--- src/rtl/can_destuff_ctrl.sv ---
// Receive-side CAN bit destuffing controller: forwards data bits, drops stuff bits, tracks runs.
// Optional stuff-violation checking is enabled with `define CAN_STUFF_ERR_CHECK_EN.
module can_destuff_ctrl #(
    parameter int RUN_LEN = 5,
    parameter int CNT_W   = 3
) (
    input  logic             i_Clock,
    input  logic             i_Reset,
    input  logic             i_Restart,
    input  logic             i_Enable,
    input  logic             i_Bit_Valid,
    input  logic             i_Bit,
    output logic             o_Bit_Valid,
    output logic             o_Bit,
    output logic             o_Stuff_Skip,
    output logic [CNT_W-1:0] o_Run_Cnt,
    output logic             o_Stuff_Err
);

    typedef enum logic [1:0] {IDLE, COUNT, SKIP, ERR} state_t;

    localparam logic [CNT_W-1:0] RUN_MAX = CNT_W'(RUN_LEN);
    localparam logic [CNT_W-1:0] ONE     = CNT_W'(1);

    state_t           state, state_n, cur_state;
    logic [CNT_W-1:0] run_cnt, cnt_n, cur_cnt, run_inc;
    logic             last_bit, last_n;
    logic             valid_n, bit_n, skip_n;
    logic             err_q, err_n;
    logic             stuff_viol;

`ifdef CAN_STUFF_ERR_CHECK_EN
    assign stuff_viol  = (i_Bit == last_bit);
    assign o_Stuff_Err = err_q;
`else
    assign stuff_viol  = 1'b0;
    assign o_Stuff_Err = 1'b0;
`endif

    assign o_Run_Cnt = run_cnt;

    always_comb begin
        // Restart is folded in ahead of bit handling so a coincident bit starts a fresh frame.
        cur_state = i_Restart ? IDLE : state;
        cur_cnt   = i_Restart ? '0 : run_cnt;
        run_inc   = (cur_cnt >= RUN_MAX) ? RUN_MAX : cur_cnt + ONE;

        state_n = cur_state;
        cnt_n   = cur_cnt;
        last_n  = last_bit;
        valid_n = 1'b0;
        bit_n   = o_Bit;
        skip_n  = 1'b0;
        err_n   = i_Restart ? 1'b0 : err_q;

        if (i_Bit_Valid) begin
            case (cur_state)
                IDLE: begin
                    valid_n = 1'b1;
                    bit_n   = i_Bit;
                    if (i_Enable) begin
                        last_n  = i_Bit;
                        cnt_n   = ONE;
                        state_n = (ONE == RUN_MAX) ? SKIP : COUNT;
                    end else begin
                        cnt_n = '0;
                    end
                end
                COUNT: begin
                    valid_n = 1'b1;
                    bit_n   = i_Bit;
                    last_n  = i_Bit;
                    if (!i_Enable) begin
                        cnt_n   = '0;
                        state_n = IDLE;
                    end else begin
                        cnt_n = (i_Bit == last_bit && cur_cnt != '0) ? run_inc : ONE;
                        if (cnt_n == RUN_MAX) state_n = SKIP;
                    end
                end
                SKIP: begin
                    if (stuff_viol) begin
                        err_n   = 1'b1;
                        state_n = ERR;
                    end else begin
                        // Pending stuff bit is consumed even after the window has closed.
                        skip_n  = 1'b1;
                        last_n  = i_Bit;
                        cnt_n   = i_Enable ? ONE : '0;
                        state_n = i_Enable ? COUNT : IDLE;
                    end
                end
                default: ;
            endcase
        end
    end

    always_ff @(posedge i_Clock) begin
        if (i_Reset) begin
            state        <= IDLE;
            run_cnt      <= '0;
            last_bit     <= 1'b0;
            o_Bit_Valid  <= 1'b0;
            o_Bit        <= 1'b0;
            o_Stuff_Skip <= 1'b0;
            err_q        <= 1'b0;
        end else begin
            state        <= state_n;
            run_cnt      <= cnt_n;
            last_bit     <= last_n;
            o_Bit_Valid  <= valid_n;
            o_Bit        <= bit_n;
            o_Stuff_Skip <= skip_n;
            err_q        <= err_n;
        end
    end

endmodule
--- config.mk ---
export PLATFORM = sky130hd
export DESIGN_NAME = can_destuff_ctrl
export DESIGN_NICKNAME = d
export VERILOG_FILES = /design/src/rtl/can_destuff_ctrl.sv
export SDC_FILE = /design/constraint.sdc
export NUM_CORES = 1
export LEC_CHECK = 0
export BUFFER_PORTS_ARGS = -buffer_cell sky130_fd_sc_hd__buf_4
export CAP_MARGIN = 25
export CORE_AREA = 2 2 39 41
export DETAILED_ROUTE_END_ITERATION = 10
export DIE_AREA = 0 0 41 43
export GPL_ROUTABILITY_DRIVEN = 0
export PLACE_DENSITY = 0.54
export SLEW_MARGIN = 20
export SYNTH_ARGS = -nofsm -noshare
export SYNTH_HDL_FRONTEND = slang
export SYNTH_SLANG_ARGS = --single-unit
--- constraint.sdc ---
create_clock -name i_Clock -period 1.8 [get_ports i_Clock]
set_input_delay 0 -clock i_Clock [delete_from_list [all_inputs] [get_ports i_Clock]]
set_output_delay 0 -clock i_Clock [all_outputs]
set_load 0.03 [all_outputs]
======== Word level (Yosys, flattened, before mapping) ========
Cells that the tools add are included.
word-level totals
  logic and storage cells ................. 42
  bits in registers ....................... 9
  bits of input ports ..................... 6
operators by class
  reductions and logical operators ........ 10
  add/subtract/negate cells ............... 1
  equal/unequal tests ..................... 5
  bitwise gates (word level) .............. 1
  $lt $le $gt $ge ......................... 1
  muxes and demuxes ....................... 18
operators with widths
  cell                   number
  $mux W3                5
  $mux W2                5
  $reduce_or A2 Y1       4
  $pmux W2 S3            1
  $pmux W3 S2            1
  $mux W1                5
  $add A3 B1 Y3 const B  1
  $eq A3 B3 Y1 const B   1
  $ge A3 B3 Y1 const B   1
  $reduce_and A3 Y1      1
  $reduce_bool A3 Y1     1
  $eq A2 B1 Y1 const B   1
  $eq A2 B2 Y1 const B   1
  $logic_not A2 Y1       1
  $ne A2 B2 Y1 const B   1
  $pmux W1 S2            1
  $reduce_and A2 Y1      1
  $reduce_bool A2 Y1     1
  $eq A1 B1 Y1           1
  $logic_and A1 B1 Y1    1
  $not A1 Y1             1

======== Longest topological paths before layout ========
  depth in word-level cells ............... 9
  gate-level depth with buffers ........... 3
  mapped depth without buffers ............ 3

======== Least setup slack after synthesis ========
No wires, ideal clock.
  kind .................................... flip-flop to flip-flop
  from .................................... register state[1]
  to ...................................... register run_cnt[1], in the netlist o_Run_Cnt[1]
  path buffers ............................ 0
  setup slack ............................. 614 ps
  setup time .............................. 88 ps
  cell stages (with the launch flop) ...... 4
  data arrival time ....................... 1,098 ps
  path through ............................ dfxtp_1 nand3b_1 or3_4 o32ai_2
between the ends
  longest elaborated chain between the ends .. 5
ends and longest elaborated chain
  element                                           line  RTL
  start, declared                                   25    state_t state, state_n, cur_state;
  start signal, assigned                            108   state <= state_n;
  $mux W2 (*)                                       44    cur_state = i_Restart ? IDLE : state;
  $eq A2 B2 Y1 or $logic_not A2 Y1 (tied branches)  57    case (cur_state)
  $reduce_or A2 Y1 (no line)                        -
  $pmux W3 S2 (*)                                   57
  $mux W3 (*)                                       56    if (i_Bit_Valid) begin
  end signal, assigned                              109   run_cnt <= cnt_n;
  end, declared                                     26    logic [CNT_W-1:0] run_cnt, cnt_n, cur_cnt, run_inc;
Every way passes the cells marked *; elsewhere a longest branch is shown, timed or not.
A chain may end at the register's enable or synchronous reset.

======== Worst setup path in the final report ========
Same ends and word-level chain as after synthesis.

==> impl_summary.txt <==
----------------------------------------------------
[Layout]
  Layout cell share with drive strength beyond 1 ... 25.76%
  FF+latch area ... 180.2 µm²
  Ant diodes ... 0
  Area occupied by multi-input gates ... ~270 µm²
  Post-layout util ... roughly 43%
  Filler cell count in the final layout ... ~140
  NumNets Final ... between 70 and 80
  Area Overhead vs Synth ... 27.27%

[Clock tree]
  Number of gates resized after CTS ... 0
  Num CTS Buffers ... 3
  CTS H-Tree Depth ... 1
  CTS tree ... yes
  Setup repair bufs after CTS ... 0
  Clock sink total ... 9
  Cell at the root of the clock tree ... sky130_fd_sc_hd__clkbuf_4
  Clock transition at the registers of the reported paths ... 0.07 ns
  Max Buffers Root-to-Sink ... 2
  Number of hold buffers added after CTS ... 1
  Clk Latency, worst-skew pair ... around 0.26 ns

[Routing]
  Total Routed Length ... 1.021 mm
  Vias post-DR ... between 400 and 500
  Detailed Route Iter0 Violations ... 6
  Residual DRC ... 0
  Antenna-violating nets left ... 0
  Average via count per standard cell ... approximately 5.3
  WL/cell ... 12.45 µm
  1st-pass router iterations ... 4

[Critical path]
  Startpoint of the worst register-to-register path ... state[1]$_SDFF_PP0_
  Number of cells on the worst reg-to-reg path ... 3
  Type of element capturing the critical path ... register
  Crit path cell chain ... nand3b_1 -> or3_4 -> o32ai_2
  Critical Path Max Stage Delay ... around 0.4 ns
  Endpoint of the lowest-slack register-to-register path ... o_Run_Cnt[1]$_SDFF_PP0_
  Slowest cell on crit path ... sky130_fd_sc_hd__or3_4
  Setup crit start kind ... register
  Required time of the critical path ... about 2 ns
  Critical path data arrival time ... between 1 and 1.5 ns
  Worst Path Class, Setup ... register to register
  Maximum fanout along the worst path ... 7
  R2R Setup Slk ... roughly 0.55 ns

[Power and ir drop]
  Power share of the clock group ... a little under two fifths
  Pwr/cell area ... approximately 740 mW/mm²
  Internal power of the cells ... ~320 µW
  Switching power share of the total ... 27.01%
  Part of the power in combinational logic ... between 10% and 20%
  Share of total power in sequential cells ... roughly 48%
  Worst ir drop on vdd ... 0.0002390 V
  Lkg Pwr ... around 0.00024 µW
  Sw power ... roughly 120 µW

[Worst hold path]
  Launch point of the worst hold path ... i_Bit
  HP Class ... primary input to register
  Min-Delay Endpoint ... o_Bit$_SDFFE_PP0P_
  Instance count along the most critical hold path ... 3

[Timing]
  Post-route clock period utilization ... a little over two thirds
  Final worst path period need ... approximately 1.2 ns
  Final-report setup violation count ... 0
  Total count of max-transition violations in the final report ... 0
  Total negative setup slack ... 0 ns
  Maximum clock frequency ... 800.4 MHz
  Setup repair after global routing missed its margin ... false
  Fin Hold WS ... 0.01931 ns
  Final Skew ... around 0.0016 ns
  Number of endpoints with negative hold slack in the final report ... 0

[Synth]
  Number of distinct library cells after synthesis ... 29
  Cells after synthesis ... 52
  Post-synth EDFFs ... 0
  Most frequently used flop master after synthesis ... sky130_fd_sc_hd__dfxtp_1
  Dominant cell type by area after synthesis ... sky130_fd_sc_hd__dfxtp_1
  Seq/Total Area, Yosys ... between 30% and 40%
  Synthesized Nets ... 58
  Post-synth top cells ... sky130_fd_sc_hd__dfxtp_1 (9), sky130_fd_sc_hd__nand2b_1 (6), sky130_fd_sc_hd__a21oi_1 (3), sky130_fd_sc_hd__nor2_1 (3)
  Synth warnings ... 0
  Area fraction of the dominant cell type after synthesis ... about 39%
  Average cell area after synthesis ... between 8 and 9 µm²
  Synth area leaders ... sky130_fd_sc_hd__dfxtp_1 (39%), sky130_fd_sc_hd__nand2b_1 (8.0%), sky130_fd_sc_hd__o32ai_2 (3.5%)
  Asr flop ratio synth ... 0%
  Most frequent cell after synthesis ... sky130_fd_sc_hd__dfxtp_1
  Synthesized area ... 467.9 µm²
  Number of storage elements in the synthesis netlist ... 9

[Global routing]
  Number of antenna violations at the first check in global routing ... 0
  Number of global-route vias before repair ... roughly 390
  Total congestion overflow after global routing ... 0
  Global-route wire length before repair ... approximately 1.7 mm
  Global router's overall resource usage ... between 10% and 20%
  Maximum number of pins on one net before global-route repair ... 12

[Placed design]
  Number of port buffers ... 11
  HPWL after DPL ... approximately 740 µm

[Floorplanning]
  Standard-cell row count ... 14
  Effective utilization at floorplan ... 33.82%
  Top-level port count ... 13
  Width of the chip ... just over 40 µm
  Die outline area ... between 0.0015 and 0.002 mm²
  Die Span Y ... about 43 µm
  Placeable Area ... between 0.001 and 0.0015 mm²

[Run]
  Number of max-cap violations ... 0

[Run status]
  Result of the run ... finished clean

----------------------------------------------------
==> through the flow <==
step | setup slack, ns | total power (µW) | instances | cell area (µm²)
floorplan | 0.6138 | 254.2 | 52 | 467.9
global placement | 0.5859 | 278.5 | 77 | 559.3
detailed placement | 0.5563 | 278.1 | 77 | 559.3
CTS | 0.5560 | 441.9 | 82 | 595.6
global route | 0.4775 | 460.2 | 82 | 595.6
finish | 0.5506 | 438.8 | 82 | 595.6
==> metal layers <==
metal | part of all wire (%) | GRT usage, % | vias to the layer above
met5 | 0 | 0 | -
met2 | 47 | 18.75 | 7
met3 | 3.9 | 4.712 | 2
met4 | 2.0 | 8.000 | 0
met1 | 47 | 20.32 | 214
li1 | - | - | 215
==> power by group through the flow <==
stage / sequential, µW / combinational (µW) / clock (µW)
after floorplan: 222 / 32.0 / 0
after global routing: 212 / 71.1 / 178
after CTS: 210 / 65.0 / 166
final: 210 / 65.0 / 163
after detailed placement: 215 / 63.2 / 0
after global placement: 215 / 63.6 / 0
==> worst max-delay path by stage <==
stage / slack, ns / from / cells after the start / end
after CTS: 0.56 / state[1]$_SDFF_PP0_ / 3 / o_Run_Cnt[1]$_SDFF_PP0_
after global placement: 0.59 / state[1]$_SDFF_PP0_ / 3 / o_Run_Cnt[1]$_SDFF_PP0_
after detailed placement: 0.56 / state[1]$_SDFF_PP0_ / 3 / o_Run_Cnt[1]$_SDFF_PP0_
after global routing: 0.48 / state[0]$_SDFF_PP0_ / 3 / last_bit$_SDFFE_PP0P_
after floorplan: 0.61 / state[1]$_SDFF_PP0_ / 3 / o_Run_Cnt[1]$_SDFF_PP0_
final: 0.55 / state[1]$_SDFF_PP0_ / 3 / o_Run_Cnt[1]$_SDFF_PP0_
==> cells by family (layout without fill, tap and decap cells) <==
logic type / after synthesis / count (layout) / share of synthesized area (%)
flip-flops: 9 / 9 / 38.50
multiplexers: 1 / 1 / 2.139
buffers and inverters: 4 / 18 / 4.011
other: 1 / 1 / 0.8014
XOR/XNOR: 1 / 1 / 1.872
AND/OR/NAND/NOR: 20 / 20 / 26.74
AO/OA/AOI/OAI: 16 / 16 / 25.94
==> registers in the layout, indices dropped and copies added (netlist names) <==
| register | flops |
|---|---|
| o_Stuff_Skip | 1 |
| last_bit | 1 |
| o_Bit | 1 |
| state | 2 |
| o_Bit_Valid | 1 |
| o_Run_Cnt | 3 |
==> worst max-delay path: cells and delay by family (launching register included) <==
kind,cells,cell delay [ns]
DFF,1,0.35
AOI/OAI and AO/OA,1,0.25
and+or+nand+nor,2,0.57
==> layout by cell type, fill, tap and decap left out <==
master | synthesis | layout
sky130_fd_sc_hd__or2_2 | 1 | 1
sky130_fd_sc_hd__nor3_1 | 1 | 1
sky130_fd_sc_hd__a21oi_1 | 3 | 3
sky130_fd_sc_hd__a221oi_1 | 1 | 1
sky130_fd_sc_hd__a311oi_1 | 1 | 1
sky130_fd_sc_hd__dfxtp_1 | 9 | 9
sky130_fd_sc_hd__clkbuf_1 | 1 | 1
sky130_fd_sc_hd__buf_4 | 1 | 11
sky130_fd_sc_hd__or3_4 | 1 | 1
sky130_fd_sc_hd__dlygate4sd3_1 | 0 | 1
sky130_fd_sc_hd__o32a_1 | 1 | 1
sky130_fd_sc_hd__or3_1 | 1 | 1
sky130_fd_sc_hd__nand3_1 | 1 | 1
sky130_fd_sc_hd__a2bb2oi_1 | 1 | 1
sky130_fd_sc_hd__a21boi_0 | 1 | 1
sky130_fd_sc_hd__nor2b_1 | 2 | 2
sky130_fd_sc_hd__nor2_1 | 3 | 3
sky130_fd_sc_hd__or2b_1 | 2 | 2
sky130_fd_sc_hd__o32ai_2 | 1 | 1
sky130_fd_sc_hd__o311ai_0 | 1 | 1
sky130_fd_sc_hd__o21bai_1 | 2 | 2
sky130_fd_sc_hd__o22ai_1 | 2 | 2
sky130_fd_sc_hd__xor2_1 | 1 | 1
sky130_fd_sc_hd__o21ai_0 | 2 | 2
sky130_fd_sc_hd__clkbuf_4 | 0 | 3
sky130_fd_sc_hd__nand3b_1 | 1 | 1
sky130_fd_sc_hd__and2b_1 | 1 | 1
sky130_fd_sc_hd__inv_1 | 2 | 2
sky130_fd_sc_hd__mux2i_1 | 1 | 1
sky130_fd_sc_hd__nand2b_1 | 6 | 6
sky130_fd_sc_hd__conb_1 | 1 | 1
==> final cells by class <==
| class | instances | area share (%) |
|---|---|---|
| repair buffers | 12 | 15.55 |
| clock buffers | 4 | 4.412 |
| well taps | 16 | 3.361 |
| multi-input cells | 39 | 45.17 |
| inverters | 2 | 1.261 |
| flip-flops and latches | 9 | 30.25 |
Power figures use the tool's default switching activity.
